<file path="src/rtl/shifter_pipe_if.sv">
`default_nettype none
// ============================================================================
//  Module      : shifter_pipe_if
//  Description : Issue/result handshake bundle for the pipelined barrel shifter.
//  Revision    : 1.0 - initial release
// ============================================================================
interface shifter_pipe_if #(
    parameter int CNT_W = 4,
    parameter int WIDTH = 16
);
    logic             in_valid;
    logic             in_ready;
    logic [WIDTH-1:0] in_data;
    logic [CNT_W-1:0] in_cnt;
    logic [1:0]       in_op;
    logic             out_valid;
    logic             out_ready;
    logic [WIDTH-1:0] out_data;
    logic             out_zero;

    modport master (
        output in_valid, in_data, in_cnt, in_op, out_ready,
        input  in_ready, out_valid, out_data, out_zero
    );

    modport slave (
        input  in_valid, in_data, in_cnt, in_op, out_ready,
        output in_ready, out_valid, out_data, out_zero
    );
endinterface
`default_nettype wire

</file>
<file path="src/rtl/shifter_pipe.sv">
`default_nettype none
// ============================================================================
//  Module      : shifter_pipe
//  Description : log2(WIDTH)-stage registered barrel shifter (ROL/SLL/ROR/SRL)
//                with a global-stall valid/ready pipeline.
//  Revision    : 1.0 - initial release
// ============================================================================
module shifter_pipe #(
    parameter int CNT_W = 4,
    parameter int WIDTH = 16
) (
    input  wire logic     clk,
    input  wire logic     rst,
    input  wire logic     flush,
    shifter_pipe_if.slave bus
);
    localparam logic [1:0] c_ROL = 2'b00;
    localparam logic [1:0] c_SLL = 2'b01;
    localparam logic [1:0] c_ROR = 2'b10;

    if (WIDTH != (1 << CNT_W)) begin : g_bad_width
        $error("shifter_pipe: WIDTH must equal 2**CNT_W");
    end

    logic w_adv;
    logic r_zero;

    assign w_adv         = !g_stage[CNT_W-1].r_valid || bus.out_ready;
    assign bus.in_ready  = w_adv;
    assign bus.out_valid = g_stage[CNT_W-1].r_valid;
    assign bus.out_data  = g_stage[CNT_W-1].r_data;
    assign bus.out_zero  = r_zero;

    // Stage k consumes count bit k and forwards only the bits still to be used,
    // so each stage's count register shrinks by one bit.
    for (genvar k = 0; k < CNT_W; k++) begin : g_stage
        localparam int c_SH = 1 << k;

        logic               w_src_valid;
        logic [WIDTH-1:0]   w_src_data;
        logic [1:0]         w_src_op;
        logic [CNT_W-k-1:0] w_src_rem;
        logic [WIDTH-1:0]   w_shifted;
        logic               r_valid;
        logic [WIDTH-1:0]   r_data;

        if (k == 0) begin : g_head
            assign w_src_valid = bus.in_valid;
            assign w_src_data  = bus.in_data;
            assign w_src_op    = bus.in_op;
            assign w_src_rem   = bus.in_cnt;
        end else begin : g_body
            assign w_src_valid = g_stage[k-1].r_valid;
            assign w_src_data  = g_stage[k-1].r_data;
            assign w_src_op    = g_stage[k-1].g_fwd.r_op;
            assign w_src_rem   = g_stage[k-1].g_fwd.r_rem;
        end

        always_comb begin
            w_shifted = w_src_data;
            if (w_src_rem[0]) begin
                case (w_src_op)
                    c_ROL:   w_shifted = (w_src_data << c_SH) | (w_src_data >> (WIDTH - c_SH));
                    c_SLL:   w_shifted = w_src_data << c_SH;
                    c_ROR:   w_shifted = (w_src_data >> c_SH) | (w_src_data << (WIDTH - c_SH));
                    default: w_shifted = w_src_data >> c_SH;
                endcase
            end
        end

        always_ff @(posedge clk) begin
            if (rst) begin
                r_valid <= 1'b0;
                r_data  <= '0;
            end else begin
                if (flush) begin
                    r_valid <= 1'b0;
                end else if (w_adv) begin
                    r_valid <= w_src_valid;
                end
                if (w_adv) begin
                    r_data <= w_shifted;
                end
            end
        end

        if (k < CNT_W - 1) begin : g_fwd
            logic [1:0]         r_op;
            logic [CNT_W-k-2:0] r_rem;

            always_ff @(posedge clk) begin
                if (rst) begin
                    r_op  <= '0;
                    r_rem <= '0;
                end else if (w_adv) begin
                    r_op  <= w_src_op;
                    r_rem <= w_src_rem[CNT_W-k-1:1];
                end
            end
        end
    end

    // Zero flag is computed from the final stage's next value so it tracks out_data.
    always_ff @(posedge clk) begin
        if (rst) begin
            r_zero <= 1'b0;
        end else if (w_adv) begin
            r_zero <= (g_stage[CNT_W-1].w_shifted == '0);
        end
    end
endmodule
`default_nettype wire

</file>
<file path="src/flat_wrapper.sv">
// flat-port wrapper written by rule: the top's interface ports become plain ports
module shifter_pipe_flat 
#(
    parameter int CNT_W = 4,
    parameter int WIDTH = 16
)
  (clk, rst, flush, bus_in_valid, bus_in_data, bus_in_cnt, bus_in_op, bus_out_ready, bus_in_ready, bus_out_valid, bus_out_data, bus_out_zero);
  shifter_pipe_if #(.CNT_W(CNT_W), .WIDTH(WIDTH)) bus_i ();
  input  wire logic clk;
  input  wire logic rst;
  input  wire logic flush;
  input wire logic [$bits(bus_i.in_valid)-1:0] bus_in_valid;
  input wire logic [$bits(bus_i.in_data)-1:0] bus_in_data;
  input wire logic [$bits(bus_i.in_cnt)-1:0] bus_in_cnt;
  input wire logic [$bits(bus_i.in_op)-1:0] bus_in_op;
  input wire logic [$bits(bus_i.out_ready)-1:0] bus_out_ready;
  output wire logic [$bits(bus_i.in_ready)-1:0] bus_in_ready;
  output wire logic [$bits(bus_i.out_valid)-1:0] bus_out_valid;
  output wire logic [$bits(bus_i.out_data)-1:0] bus_out_data;
  output wire logic [$bits(bus_i.out_zero)-1:0] bus_out_zero;
  assign bus_i.in_valid = bus_in_valid;
  assign bus_i.in_data = bus_in_data;
  assign bus_i.in_cnt = bus_in_cnt;
  assign bus_i.in_op = bus_in_op;
  assign bus_i.out_ready = bus_out_ready;
  assign bus_in_ready = bus_i.in_ready;
  assign bus_out_valid = bus_i.out_valid;
  assign bus_out_data = bus_i.out_data;
  assign bus_out_zero = bus_i.out_zero;
  shifter_pipe #(.CNT_W(CNT_W), .WIDTH(WIDTH)) u_core (.clk(clk), .rst(rst), .flush(flush), .bus(bus_i));
endmodule
</file>
<file path="config.mk">
export PLATFORM = sky130hd
export DESIGN_NAME = shifter_pipe_flat
export DESIGN_NICKNAME = d
export VERILOG_FILES = /design/src/rtl/shifter_pipe_if.sv /design/src/rtl/shifter_pipe.sv /design/src/flat_wrapper.sv
export SDC_FILE = /design/constraint.sdc
export NUM_CORES = 1
export LEC_CHECK = 0
export ABC_AREA = 1
export ABC_CLOCK_PERIOD_IN_PS = 1200
export CAP_MARGIN = 0
export CORE_UTILIZATION = 57
export DETAILED_ROUTE_END_ITERATION = 10
export DONT_BUFFER_PORTS = 1
export PLACE_DENSITY_LB_ADDON = 0.15
export SLEW_MARGIN = 10
export SYNTH_ARGS = -nofsm -noshare
export SYNTH_HDL_FRONTEND = slang
export SYNTH_SLANG_ARGS = --single-unit
</file>
<file path="constraint.sdc">
create_clock -name clk -period 1.2 [get_ports clk]
set_input_delay 0.12 -clock clk [delete_from_list [all_inputs] [get_ports clk]]
set_output_delay 0.12 -clock clk [all_outputs]
set_load 0.01 [all_outputs]
</file>
# ---- Yosys cells after proc, flatten, opt, wreduce, memory -nomap -nowiden
# Cells that the tools add are included.
dict set report word_totals {
  out_inout_bits 19
  inputBits 27
  word_cells 47
  regBits 81
}
dict set report classes {
  n_eq_ne 8
  bitwise_logic 7
  muxes 8
  n_reduce_logical 9
}
# operator n
set op_table {}
lappend op_table {{case mux 16 bit (3 select lines)} 3}
lappend op_table {{two-way mux 16 bit} 4}
lappend op_table {{case mux 16 bit (2 select lines)} 1}
lappend op_table {{logical NOT 16 bit} 1}
lappend op_table {{OR 12 x 16 -> 16 bit} 1}
lappend op_table {{OR 14 x 16 -> 16 bit} 1}
lappend op_table {{OR 15 x 16 -> 16 bit} 1}
lappend op_table {{OR 16 x 1 -> 16 bit} 1}
lappend op_table {{OR 16 x 2 -> 16 bit} 1}
lappend op_table {{OR 16 x 4 -> 16 bit} 1}
lappend op_table {{OR 16 x 8 -> 16 bit} 1}
lappend op_table {{equality test 2 x 1 -> 1 bit, second input constant} 4}
lappend op_table {{equality test 2 bit, second input constant} 4}
lappend op_table {{logical NOT 2 bit} 4}
lappend op_table {{OR reduction 2 bit} 2}
lappend op_table {{logical NOT 1 bit} 1}
lappend op_table {{logical OR 1 bit} 1}

# ---- Logic depth before layout (Yosys ltp)
# Gate-level depths: netlist of run 1.
dict set report depth {
  word_depth 5
  mapped_depth 11
  mapped_depth_nobuf 10
}

# ---- Worst setup path after synthesis of run 1
# OpenSTA, ideal clock, no wires.
dict set report synth_path {
  path_type {register -> register}
  startpoint {register u_core.g_stage[2].g_fwd.r_rem}
  endpoint {register u_core.r_zero, in the netlist u_core.bus.out_zero}
  t_arrival_ns 1.068
  required_ns 1.134
  synth_period_minus_slack_ns 1.134
  setup_ns 0.066
  n_path_buf 2
  path_slack_ns 0.066
  stages_incl_launch_ff 11
  path_cell_list {dfxtp_1 buf_6 inv_4 buf_8 nand2_2 nand2_1 nor2_1 nand2_1 nor2_1 nand2_1 a21oi_2}
}
dict set report synth_between {
  elab_chain_len 2
}
# item line_no
set synth_rtl {}
lappend synth_rtl {{from (decl)} shifter_pipe.sv:89} ;# logic [CNT_W-k-2:0] r_rem;
lappend synth_rtl {{from (signal assigned)} shifter_pipe.sv:97} ;# r_rem <= w_src_rem[CNT_W-k-1:1];
lappend synth_rtl {{two-way mux 16 bit} shifter_pipe.sv:61} ;# if (w_src_rem[0]) begin
lappend synth_rtl {{logical NOT 16 bit} shifter_pipe.sv:108} ;# r_zero <= (g_stage[CNT_W-1].w_shifted == '0);
lappend synth_rtl {{to (signal assigned)} shifter_pipe.sv:108}
lappend synth_rtl {{to (decl)} shifter_pipe.sv:26} ;# logic r_zero;
# No other way between the ends.
# A chain may end at the register's enable or synchronous reset.

# ---- Worst setup path in the final report of run 1
# Ends and elaborated chain as after synthesis.

==> summary.md, run 1 <==
| Metric | Value |
|---|---|
| Root Buffer | `clkbuf_8` |
| PnR worst setup slack | `-53.15 ps` |
| Setup TNS | `-91.13 ps` |
| RSZ-0062 raised after global routing | `true` |
| Post-synthesis sequential area ratio | `40.65%` |
| Worst slew margin | `66.03%` |
| H-Tree Depth | `3` |
| Core Rows | `30` |
| Clk_lat worst skew | `370 ps` |
| Most frequent cells in the layout | `o21ai_0 (122), dfxtp_1 (76), nand2_1 (75)` |
| Period utilization | `104.4%` |
| Vias/cell | `5.721` |
| Total CTS buffers | `9` |
| Kind of critical path | `register to register` |
| Worst slew pin tran | `507.8 ps` |
| GR Util All Layers | `31.05%` |
| GPL Wtd Cong | `0.9052` |
| Status | `finished, violations left` |
| Largest net degree at the start of global routing | `77` |
| Area delta synth->final | `22.55%` |
| Met2 routed WL | `5.129 mm` |
| Met3 WL | `611 um` |
| Max IR drop VDD | `0.9149 mV` |
| Routed vias | `4062` |
| Synthesis-stage register bit count | `81` |
| Vias in the first global route | `3696` |
| Max-Cap Viols | `0` |
| Worst-path fanout max | `17` |
| Final hold vios | `0` |
| Die height | `85.66 um` |
| DR top layer | `met4` |
| Critical Path RT | `1500 ps` |
| First-pass GRT wire length | `17.90 mm` |
| Final Max Slew Viols | `0` |
| Antenna Nets Post-Route | `0` |
| Failing checks | `negative setup slack` |
| Synth Flop Type | `dfxtp_1` |
| CTS tree | `yes` |
| Clock buffer depth | `2` |
| Clock skew | `17.39 ps` |
| Clock sinks | `81` |
| Detailed Route WL | `11.05 mm` |
| Drt initial violations | `365` |
| Final min period | `1253 ps` |
| Hold path startpoint | `bus_in_cnt[0]` |
| Synth Net Count | `604` |
| Ys Warns | `0` |
| Fillers | `571` |
| Syn avg cell area | `6.913 um^2` |
| WHS | `22.90 ps` |
| Inserted Diodes | `0` |
| DIE WIDTH | `85.66 um` |
| Pwr Density | `1177 nW/um^2` |
| Hold Path Class | `input port to register` |
| Arr. time, crit path | `1560 ps` |
| R2R setup slack | `-50 ps` |
| Design Power | `0.005753 W` |
| Worst r2r src | `u_core.g_stage[2].g_fwd.r_rem` |
| Synth cell types | `24` |
| Initial Util | `58.71%` |
| I/O Pins | `46` |
| Pre-CTS setup slack | `-9.141 ps` |
| First-pass DRT Iterations | `5` |
| HPWL after DPL | `6.765 mm` |
| Die area | `7337 um^2` |
| Multi-input gate area | `1992 um^2` |
| Commonest non-fill, non-tap cell in the layout | `o21ai_0` |
| Met1 WL | `5.174 mm` |
| CORE AREA | `6794 um^2` |
| Grt total ovfl | `0` |
| Ys async rst share | `0%` |
| Crit. End Element | `register` |
| WHS Endpoint | `u_core.g_stage[0].r_data[15]` |
| Hold Crit Depth | `3` |
| Synth Instances | `577` |
| Reg2reg path depth | `10` |
| Leakage | `2.207 nW` |
| Layout cells sized above 1 | `14.98%` |
| Clock transition at path regs | `100 ps` |
| Final Setup Violations | `3` |
| FF+latch area | `1635 um^2` |
| Crit start category | `register` |
| Reg-to-Reg End | `u_core.bus.out_zero` |
| Peak Freq | `798.0 MHz` |
| DR WL/cell | `15.56 um` |
| Post-Syn Area | `3989 um^2` |
| Fin nets | `636` |
| Post-synth EDFFs | `0` |
| DRC | `0` |
| Antenna violations before repair | `0` |
| IO buf count | `0` |
-- repair_timing --
item	CTS	global route
pin swaps	0	9
resized for setup	8	39
setup endpoints to repair	7	22
hold endpoints to repair	25	0
gates cloned	1	2
buffers inserted	0	4
hold buffers	25	0
-- routing by layer --
layer | vias up | track usage, %
met5 | - | 0
met2 | 141 | 48.58
met1 | 1883 | 42.81
met4 | 0 | 10.61
li1 | 2025 | -
met3 | 13 | 6.352
-- state kept, by name, indices dropped and copies added (netlist names) --
name	cells
u_core.bus.out_data	16
u_core.bus.out_valid	1
u_core.bus.out_zero	1
u_core.g_stage.g_fwd.r_op	6
u_core.g_stage.g_fwd.r_rem	6
u_core.g_stage.r_data	48
u_core.g_stage.r_valid	3
-- cells in the mapped netlist, types with 7 or more instances --
library cell	count	area [um^2]
o21ai_0	129	645.6
nand2_1	91	341.6
dfxtp_1	81	1622
a21oi_1	64	320.3
inv_1	59	221.5
a31oi_1	35	219.0
clkbuf_1	30	112.6
nor2_1	23	86.33
o21bai_1	15	112.6
nand3_1	14	70.07
buf_2	8	40.04
o211ai_1	7	52.55
-- how the worst max path moves through the flow --
stage                                          from                  end  slack, ps  cells past startpoint
floorplan             u_core.g_stage[2].g_fwd.r_rem  u_core.bus.out_zero         70                     10
global placement    u_core.g_stage[2].g_fwd.r_op[1]  u_core.bus.out_zero         -8                      9
detailed placement  u_core.g_stage[2].g_fwd.r_op[0]  u_core.bus.out_zero         -9                      8
CTS                   u_core.g_stage[2].g_fwd.r_rem  u_core.bus.out_zero          2                     10
global route          u_core.g_stage[2].g_fwd.r_rem  u_core.bus.out_zero       -150                     10
finish                u_core.g_stage[2].g_fwd.r_rem  u_core.bus.out_zero        -50                     10
-- per-stage QoR --
step,instance area (um^2),instances,util [%]
5_1_grt,4888,710,71.95
3_5_place_dp,4255,662,62.63
3_3_place_gp,4255,662,62.63
2_1_floorplan,3989,577,-
6_report,4888,710,71.95
4_1_cts,4767,704,70.17
-- power by group --
group          switching [W]  total, W  internal (W)  leakage (nW)
sequential          0.000151   0.00298       0.00282         0.668
clock                0.00121   0.00205      0.000838         0.104
combinational       0.000400  0.000727      0.000327          1.43
total                0.00176   0.00575       0.00399          2.21
-- area by class of cell --
class	instances	area share [%]
well taps	96	2.457
repair buffers	64	14.10
clock buffers	9	2.534
flip-flops and latches	81	33.45
repair inverters	1	0.1024
clock inverters	7	1.664
inverters	62	4.940
multi-input cells	390	40.75
-- worst max-delay path, stage by stage (launching register included) --
cell	delay (ps)
dfxtp_4	400
inv_6	80
nand2_1	70
nand2_1	70
inv_1	80
nand2_1	50
nor2_1	90
nand2_1	60
nor2_1	100
nand2_1	80
a21oi_2	120
-- kinds of logic (layout without fill, tap and decap cells) --
| family | after synthesis | count (layout) | synth area share (%) |
|---|---|---|---|
| AO/OA/AOI/OAI | 255 | 255 | 34.60 |
| buffers and inverters | 106 | 143 | 11.14 |
| flip-flops | 81 | 81 | 40.65 |
| AND/OR/NAND/NOR | 135 | 135 | 13.61 |
Note: power is estimated with default switching activity, not from simulation.
==> run 2, diff against run 1 <==
--- a/config.mk
+++ b/config.mk
@@ -11,7 +11,7 @@
 export CORE_UTILIZATION = 57
 export DETAILED_ROUTE_END_ITERATION = 10
 export DONT_BUFFER_PORTS = 1
-export PLACE_DENSITY_LB_ADDON = 0.15
+export PLACE_DENSITY_LB_ADDON = 0.05
 export SLEW_MARGIN = 10
 export SYNTH_ARGS = -nofsm -noshare
 export SYNTH_HDL_FRONTEND = slang
==> run 2 against run 1 <==
- the run still ends with negative setup slack left
- total power down 0.25%
- final area fell by 1.1%
- combinational power shrank 1%
- critical path depth is the same
- non-clock buffer count down 2
- count of clock-buffer cells in the layout is the same
- final cell count down 0.28%
- register-to-register slack improved by 20 ps
- first-iteration DRC count is 25% lower
- global-route usage is 1.2 points lower
- sequential power about the same
- clock power is essentially flat
- critical endpoint unchanged
- largest power group unchanged
==> summary.md, run 2 (synthesis results as in run 1) <==
| Metric | Value |
|---|---|
| Detailed Route WL | `10.50 mm (-5.0%)` |
| Pwr Density | `1187 nW/um^2 (+0.84%)` |
| Root Buffer | `clkbuf_8` |
| Worst slew margin | `66.72% (+0.69 points)` |
| Setup TNS | `-30.24 ps (+60.88 ps)` |
| Critical Path RT | `1510 ps (about the same)` |
| Clock network power share | `35.7% (about the same)` |
| Clock sinks | `81 (unchanged)` |
| Crit path max-delay family | `simple AND/OR/NAND/NOR gates` |
| Fin nets | `634 (-0.31%)` |
| Final core utilization | `71.18% (-0.77 points)` |
| Die area | `7337 um^2 (unchanged)` |
| First-pass GRT wire length | `17.31 mm (-3.3%)` |
| Peak Freq | `812.8 MHz (+1.9%)` |
| Status | `finished, violations left` |
| Vias/cell | `5.645 (-1.3%)` |
| Crit-path cells | `buf_12 > nand2_1 > inv_1 > nand2_1 > nand2_2 > nor2_1 > nand2_1 > nor2_1 > nand2_1 > a21oi_2` |
| Final Non-Filler Cells | `708 (-0.28%)` |
| Total CTS buffers | `9 (unchanged)` |
| Inserted Diodes | `0 (unchanged)` |
| IO buf count | `0 (unchanged)` |
| Switching Share | `27.91% (-2.7 points)` |
| Worst-path fanout max | `8 (-9)` |
| Vias in the first global route | `3620 (-2.1%)` |
| Period utilization | `102.5% (-1.9 points)` |
| I/O Pins | `46 (unchanged)` |
| Sw power | `0.001602 W (-9.2%)` |
| Routed vias | `3997 (-1.6%)` |
| Arr. time, crit path | `1540 ps (-20 ps)` |
| Final Setup Violations | `1 (-2)` |
| Antenna Nets Post-Route | `0 (unchanged)` |
| Final min period | `1230 ps (-22.91 ps)` |
| Failing checks | `negative setup slack` |
| Hold Path Class | `input port to register` |
| Part of the power in combinational logic | `12.5% (about the same)` |
| Setup bufs post-CTS | `0 (unchanged)` |
| Max reg flops | `48 (unchanged)` |
| PnR worst setup slack | `-30.24 ps (+22.91 ps)` |
| Internal power contribution | `0.004137 W (+3.7%)` |
| Slowest cell on crit path | `dfxtp_4` |
| Post-placement cell count | `664 (+0.30%)` |
| DR WL/cell | `14.83 um (-4.7%)` |
| Crit start category | `register` |
| Share of power burned in registers | `51.8% (about the same)` |
| Biggest register | `u_core.g_stage.r_data` |
| Fillers | `572 (+0.18%)` |
| CTS tree | `yes` |
| Drt initial violations | `275 (-25%)` |
| Layout cells sized above 1 | `12.75% (-2.2 points)` |
| Clock transition at path regs | `90 ps (about the same)` |
| Final Max Slew Viols | `0 (unchanged)` |
| Area delta synth->final | `21.24%` |
| Crit. End Element | `register` |
| Kind of critical path | `register to register` |
| Antenna violations before repair | `0 (unchanged)` |
| Clock buffer depth | `2 (unchanged)` |
| Clock skew | `15.80 ps (-1.596 ps)` |
| RSZ-0062 raised after global routing | `true` |
| CORE AREA | `6794 um^2 (unchanged)` |
| H-Tree Depth | `3 (unchanged)` |
| Most common cell on crit path | `nand2_1` |
| Clk_lat worst skew | `370 ps (about the same)` |
| Worst slew pin tran | `499.2 ps (-8.631 ps)` |
| Leakage | `2.159 nW (-2.1%)` |
| HPWL after DPL | `6.934 mm (+2.5%)` |
| Core Rows | `30 (unchanged)` |
| Multi-input gate area | `1957 um^2 (-1.8%)` |
| Die height | `85.66 um (unchanged)` |
| FF+latch area | `1630 um^2 (-0.31%)` |
| Initial Util | `58.71% (unchanged)` |
| DIE WIDTH | `85.66 um (unchanged)` |
| CP max stage delay | `380 ps (-20 ps)` |
| First-pass DRT Iterations | `5 (unchanged)` |
| GPL Wtd Cong | `0.8640 (-4.6%)` |
| Largest net degree at the start of global routing | `41 (-47%)` |
| GR Util All Layers | `29.81% (-1.2 points)` |
| Grt total ovfl | `0 (unchanged)` |
| DRC | `0 (unchanged)` |
| Max IR drop VDD | `0.7444 mV (-19%)` |
| Commonest non-fill, non-tap cell in the layout | `o21ai_0` |
| Most frequent cells in the layout | `o21ai_0 (126), nand2_1 (83), dfxtp_1 (76)` |
| Max-Cap Viols | `0 (unchanged)` |
| Worst path bufs/invs | `2 (unchanged)` |
| Pre-CTS setup slack | `-32.99 ps (-23.85 ps)` |
| Final hold vios | `0 (unchanged)` |
run 2: through the flow:
step	power (W)	instance area, um^2	hold WS, ps
3_5_place_dp	0.003635	4270	187.6
3_3_place_gp	0.003623	4270	184.0
2_1_floorplan	0.003424	3989	182.4
6_report	0.005739	4836	44.27
4_1_cts	0.005736	4740	-212.3
5_1_grt	0.005983	4836	62.54
run 2: worst register-to-register path, stage by stage (launching register included):
cell	delay [ps]
dfxtp_4	380
buf_12	140
nand2_1	50
inv_1	30
nand2_1	60
nand2_2	70
nor2_1	100
nand2_1	60
nor2_1	100
nand2_1	70
a21oi_2	110
run 2: per-layer routing:
layer | GRT usage (%) | wire length, um
met4 | 11.21 | 130
met3 | 6.160 | 591
met2 | 44.80 | 4544
met5 | 0 | 0
met1 | 42.22 | 5230
run 2: layout make-up:
type                            instances  share of cell area [%]
Inverter                               62                   4.994
Timing Repair inverter                  1                  0.1552
Clock buffer                            9                   2.561
Tap cell                               96                   2.484
Sequential cell                        81                   33.71
Timing Repair Buffer                   62                   14.02
Clock inverter                          7                   1.604
Multi-Input combinational cell        390                   40.47
run 2: power groups by stage:
stage	Combinational, W	Clock (W)	Sequential, W
after global routing	0.000813	0.00218	0.00299
final	0.000719	0.00205	0.00297
after floorplan	0.000448	0	0.00298
after CTS	0.000690	0.00208	0.00296
after detailed placement	0.000611	0	0.00302
after global placement	0.000599	0	0.00302
run 2: path summary, 6_finish.rpt:
check                           startpoint  slack [ps]                            to  depth (start not counted)
min reg2reg      u_core.g_stage[1].r_valid         470     u_core.g_stage[1].r_valid                          2
max          u_core.g_stage[2].g_fwd.r_rem         -30           u_core.bus.out_zero                         10
max reg2reg  u_core.g_stage[2].g_fwd.r_rem         -30           u_core.bus.out_zero                         10
min                        bus_in_data[11]          40  u_core.g_stage[0].r_data[10]                          4
run 2: repair_timing:
item | in CTS | in global routing
hold buffers | 24 | 1
hold endpoints to repair | 25 | 1
pin swaps | 4 | 2
resized for setup | 10 | 16
endpoints found under the setup margin | 3 | 24
cloned | 0 | 3
==> run 3, diff against run 2 <==
--- a/config.mk
+++ b/config.mk
@@ -12,6 +12,7 @@
 export DETAILED_ROUTE_END_ITERATION = 10
 export DONT_BUFFER_PORTS = 1
 export PLACE_DENSITY_LB_ADDON = 0.05
+export RECOVER_POWER = 25
 export SLEW_MARGIN = 10
 export SYNTH_ARGS = -nofsm -noshare
 export SYNTH_HDL_FRONTEND = slang
==> run 3 against run 2 <==
- the run still ends with negative setup slack left
- utilization is 0.22 points lower
- clock power hardly changed
- fmax is 0.63% lower
- sequential power hardly changed
- combinational power hardly changed
- setup slack worse by 7.8 ps
- first-iteration DRC count stayed put
==> summary.md, run 3 (synthesis results as in run 1) <==
| Metric | Value |
|---|---|
| Status | `finished, violations left` |
| Failing checks | `negative setup slack` |
| Layout cells sized above 1 | `12.58% (-0.16 points)` |
| Largest net degree at the start of global routing | `41 (unchanged)` |
| CORE AREA | `6794 um^2 (unchanged)` |
| GPL Wtd Cong | `0.8640 (unchanged)` |
| Inserted Diodes | `0 (unchanged)` |
| PnR worst setup slack | `-38.00 ps (-7.763 ps)` |
| Reg2reg path depth | `10 (unchanged)` |
| Vias/cell | `5.631 (-0.25%)` |
| Kind of critical path | `register to output pin` |
| Clock sinks | `81 (unchanged)` |
| Final Setup Violations | `2 (+1)` |
| Hold Path Class | `input port to register` |
| Pwr Density | `1190 nW/um^2 (+0.31%)` |
| Max-Cap Viols | `0 (unchanged)` |
| Setup TNS | `-67.67 ps (-37.42 ps)` |
| Core Rows | `30 (unchanged)` |
| DR WL/cell | `14.86 um (+0.20%)` |
| Antenna Nets Post-Route | `0 (unchanged)` |
| Worst slew margin | `66.76% (about the same)` |
| RSZ-0062 raised after global routing | `true` |
| Reg-to-Reg End | `u_core.bus.out_zero` |
| Max reg flops | `48 (unchanged)` |
| Vias in the first global route | `3620 (unchanged)` |
| Final hold vios | `0 (unchanged)` |
| Final Max Slew Viols | `0 (unchanged)` |
| Clk_lat worst skew | `370 ps (about the same)` |
| Total CTS buffers | `9 (unchanged)` |
| Final core utilization | `70.96% (-0.22 points)` |
| Worst slew pin tran | `498.6 ps (-0.5853 ps)` |
| Arr. time, crit path | `1120 ps (-420 ps)` |
| First-pass GRT wire length | `17.31 mm (unchanged)` |
| R2R setup slack | `-30 ps (about the same)` |
| Peak Freq | `807.8 MHz (-0.63%)` |
| Crit-path cells | `nand2_8 > buf_6` |
| Routed vias | `3987 (-0.25%)` |
| Biggest register | `u_core.g_stage.r_data` |
| Crit path max-delay family | `flip-flops` |
| Hold path startpoint | `bus_in_data[11]` |
| Area delta synth->final | `20.86%` |
| GR Util All Layers | `29.81% (unchanged)` |
| IO buf count | `0 (unchanged)` |
| Drt initial violations | `275 (unchanged)` |
| Clock buffer depth | `2 (unchanged)` |
| Antenna violations before repair | `0 (unchanged)` |
| Worst-path fanout max | `20 (+12)` |
| Initial Util | `58.71% (unchanged)` |
| HPWL after DPL | `6.934 mm (unchanged)` |
| Slowest cell on crit path | `dfxtp_1` |
| Root Buffer | `clkbuf_8` |
| Max IR drop VDD | `0.7462 mV (+0.24%)` |
| DRC | `0 (unchanged)` |
| H-Tree Depth | `3 (unchanged)` |
| Period utilization | `103.2% (+0.65 points)` |
| Crit start category | `register` |
| Final min period | `1238 ps (+7.763 ps)` |
| Crit. End Element | `output pin` |
| Clock transition at path regs | `100 ps (about the same)` |
| Worst r2r src | `u_core.g_stage[2].g_fwd.r_rem` |
| WHS Endpoint | `u_core.g_stage[0].r_data[10]` |
| Leakage | `2.151 nW (-0.38%)` |
| Hold Crit Depth | `4 (unchanged)` |
| Commonest non-fill, non-tap cell in the layout | `o21ai_0` |
| Design Power | `0.005739 W (about the same)` |
| Critical Path RT | `1080 ps (-430 ps)` |
| First-pass DRT Iterations | `5 (unchanged)` |
| CTS tree | `yes` |
| Most frequent cells in the layout | `o21ai_0 (126), nand2_1 (83), dfxtp_1 (77)` |
| DIE WIDTH | `85.66 um (unchanged)` |
| Detailed Route WL | `10.52 mm (+0.20%)` |
| Fin nets | `634 (unchanged)` |
| CP max stage delay | `440 ps (+60 ps)` |
| I/O Pins | `46 (unchanged)` |
| Die area | `7337 um^2 (unchanged)` |
| Grt total ovfl | `0 (unchanged)` |
| Die height | `85.66 um (unchanged)` |
| Worst path bufs/invs | `1 (-1)` |
| Clock skew | `15.86 ps (+0.06400 ps)` |
==> run 3: how the worst max path moves through the flow <==
| stage | from | endpoint | slack [ps] | cells after the start |
|---|---|---|---|---|
| 4_1_cts | u_core.g_stage[2].g_fwd.r_rem | u_core.bus.out_zero | -20 | 10 |
| 3_3_place_gp | u_core.g_stage[2].g_fwd.r_op[0] | u_core.bus.out_zero | 10 | 8 |
| 2_1_floorplan | u_core.g_stage[2].g_fwd.r_rem | u_core.bus.out_zero | 70 | 10 |
| 3_5_place_dp | u_core.g_stage[2].g_fwd.r_rem | u_core.bus.out_zero | -30 | 10 |
| 5_1_grt | u_core.g_stage[2].g_fwd.r_rem | u_core.bus.out_zero | -150 | 10 |
| 6_report | u_core.bus.out_valid | bus_in_ready | -40 | 2 |
==> run 3: cell type report <==
cell class / count / area [um^2]
inverters: 62 / 241.5
clock buffers: 9 / 123.9
fillers: 576 / 1973
multi-input cells: 390 / 1957
repair buffers: 62 / 664.4
flip-flops and latches: 81 / 1629
clock inverters: 7 / 77.57
well taps: 96 / 120.1
repair inverters: 1 / 7.507
==> run 3: repair_timing <==
item / in CTS / in global routing
gates cloned: 0 / 3
gates resized for setup: 10 / 16
endpoints found under the setup margin: 3 / 24
pin swaps: 4 / 2
hold endpoints to repair: 25 / 1
hold buffers: 24 / 1
buffers inserted: 0 / 0
==> run 3: power breakdown <==
group	internal, W	total [W]	switching [W]
registers	0.00283	0.00297	0.000143
clock network	0.000979	0.00205	0.00107
logic	0.000331	0.000719	0.000388
==> run 3: per-stage QoR <==
stage	cells	setup WS [ps]	instance area [um^2]	hold slack (ps)
2_1_floorplan	577	65.99	3989	182.4
3_3_place_gp	664	10.31	4270	184.0
6_report	708	-38.00	4821	44.73
3_5_place_dp	664	-32.99	4270	187.6
5_1_grt	708	-146.4	4821	62.54
4_1_cts	704	-22.81	4740	-212.3
==> run 3: worst register-to-register path, stage by stage (launching register included) <==
cell     delay, ps
dfxtp_4        380
buf_12         140
nand2_1         50
inv_1           30
nand2_1         60
nand2_2         70
nor2_1         100
nand2_1         60
nor2_1         100
nand2_1         70
a21oi_2        110
==> run 3: metal layers <==
metal  wire [um]  track usage [%]  part of all wire [%]  up-vias
li1            -                -                     -     2033
met1        5239            42.22                    50     1796
met2        4532            44.80                    43      141
met3         616            6.160                   5.9       17
met4         130            11.21                   1.2        0
met5           0                0                     0        -
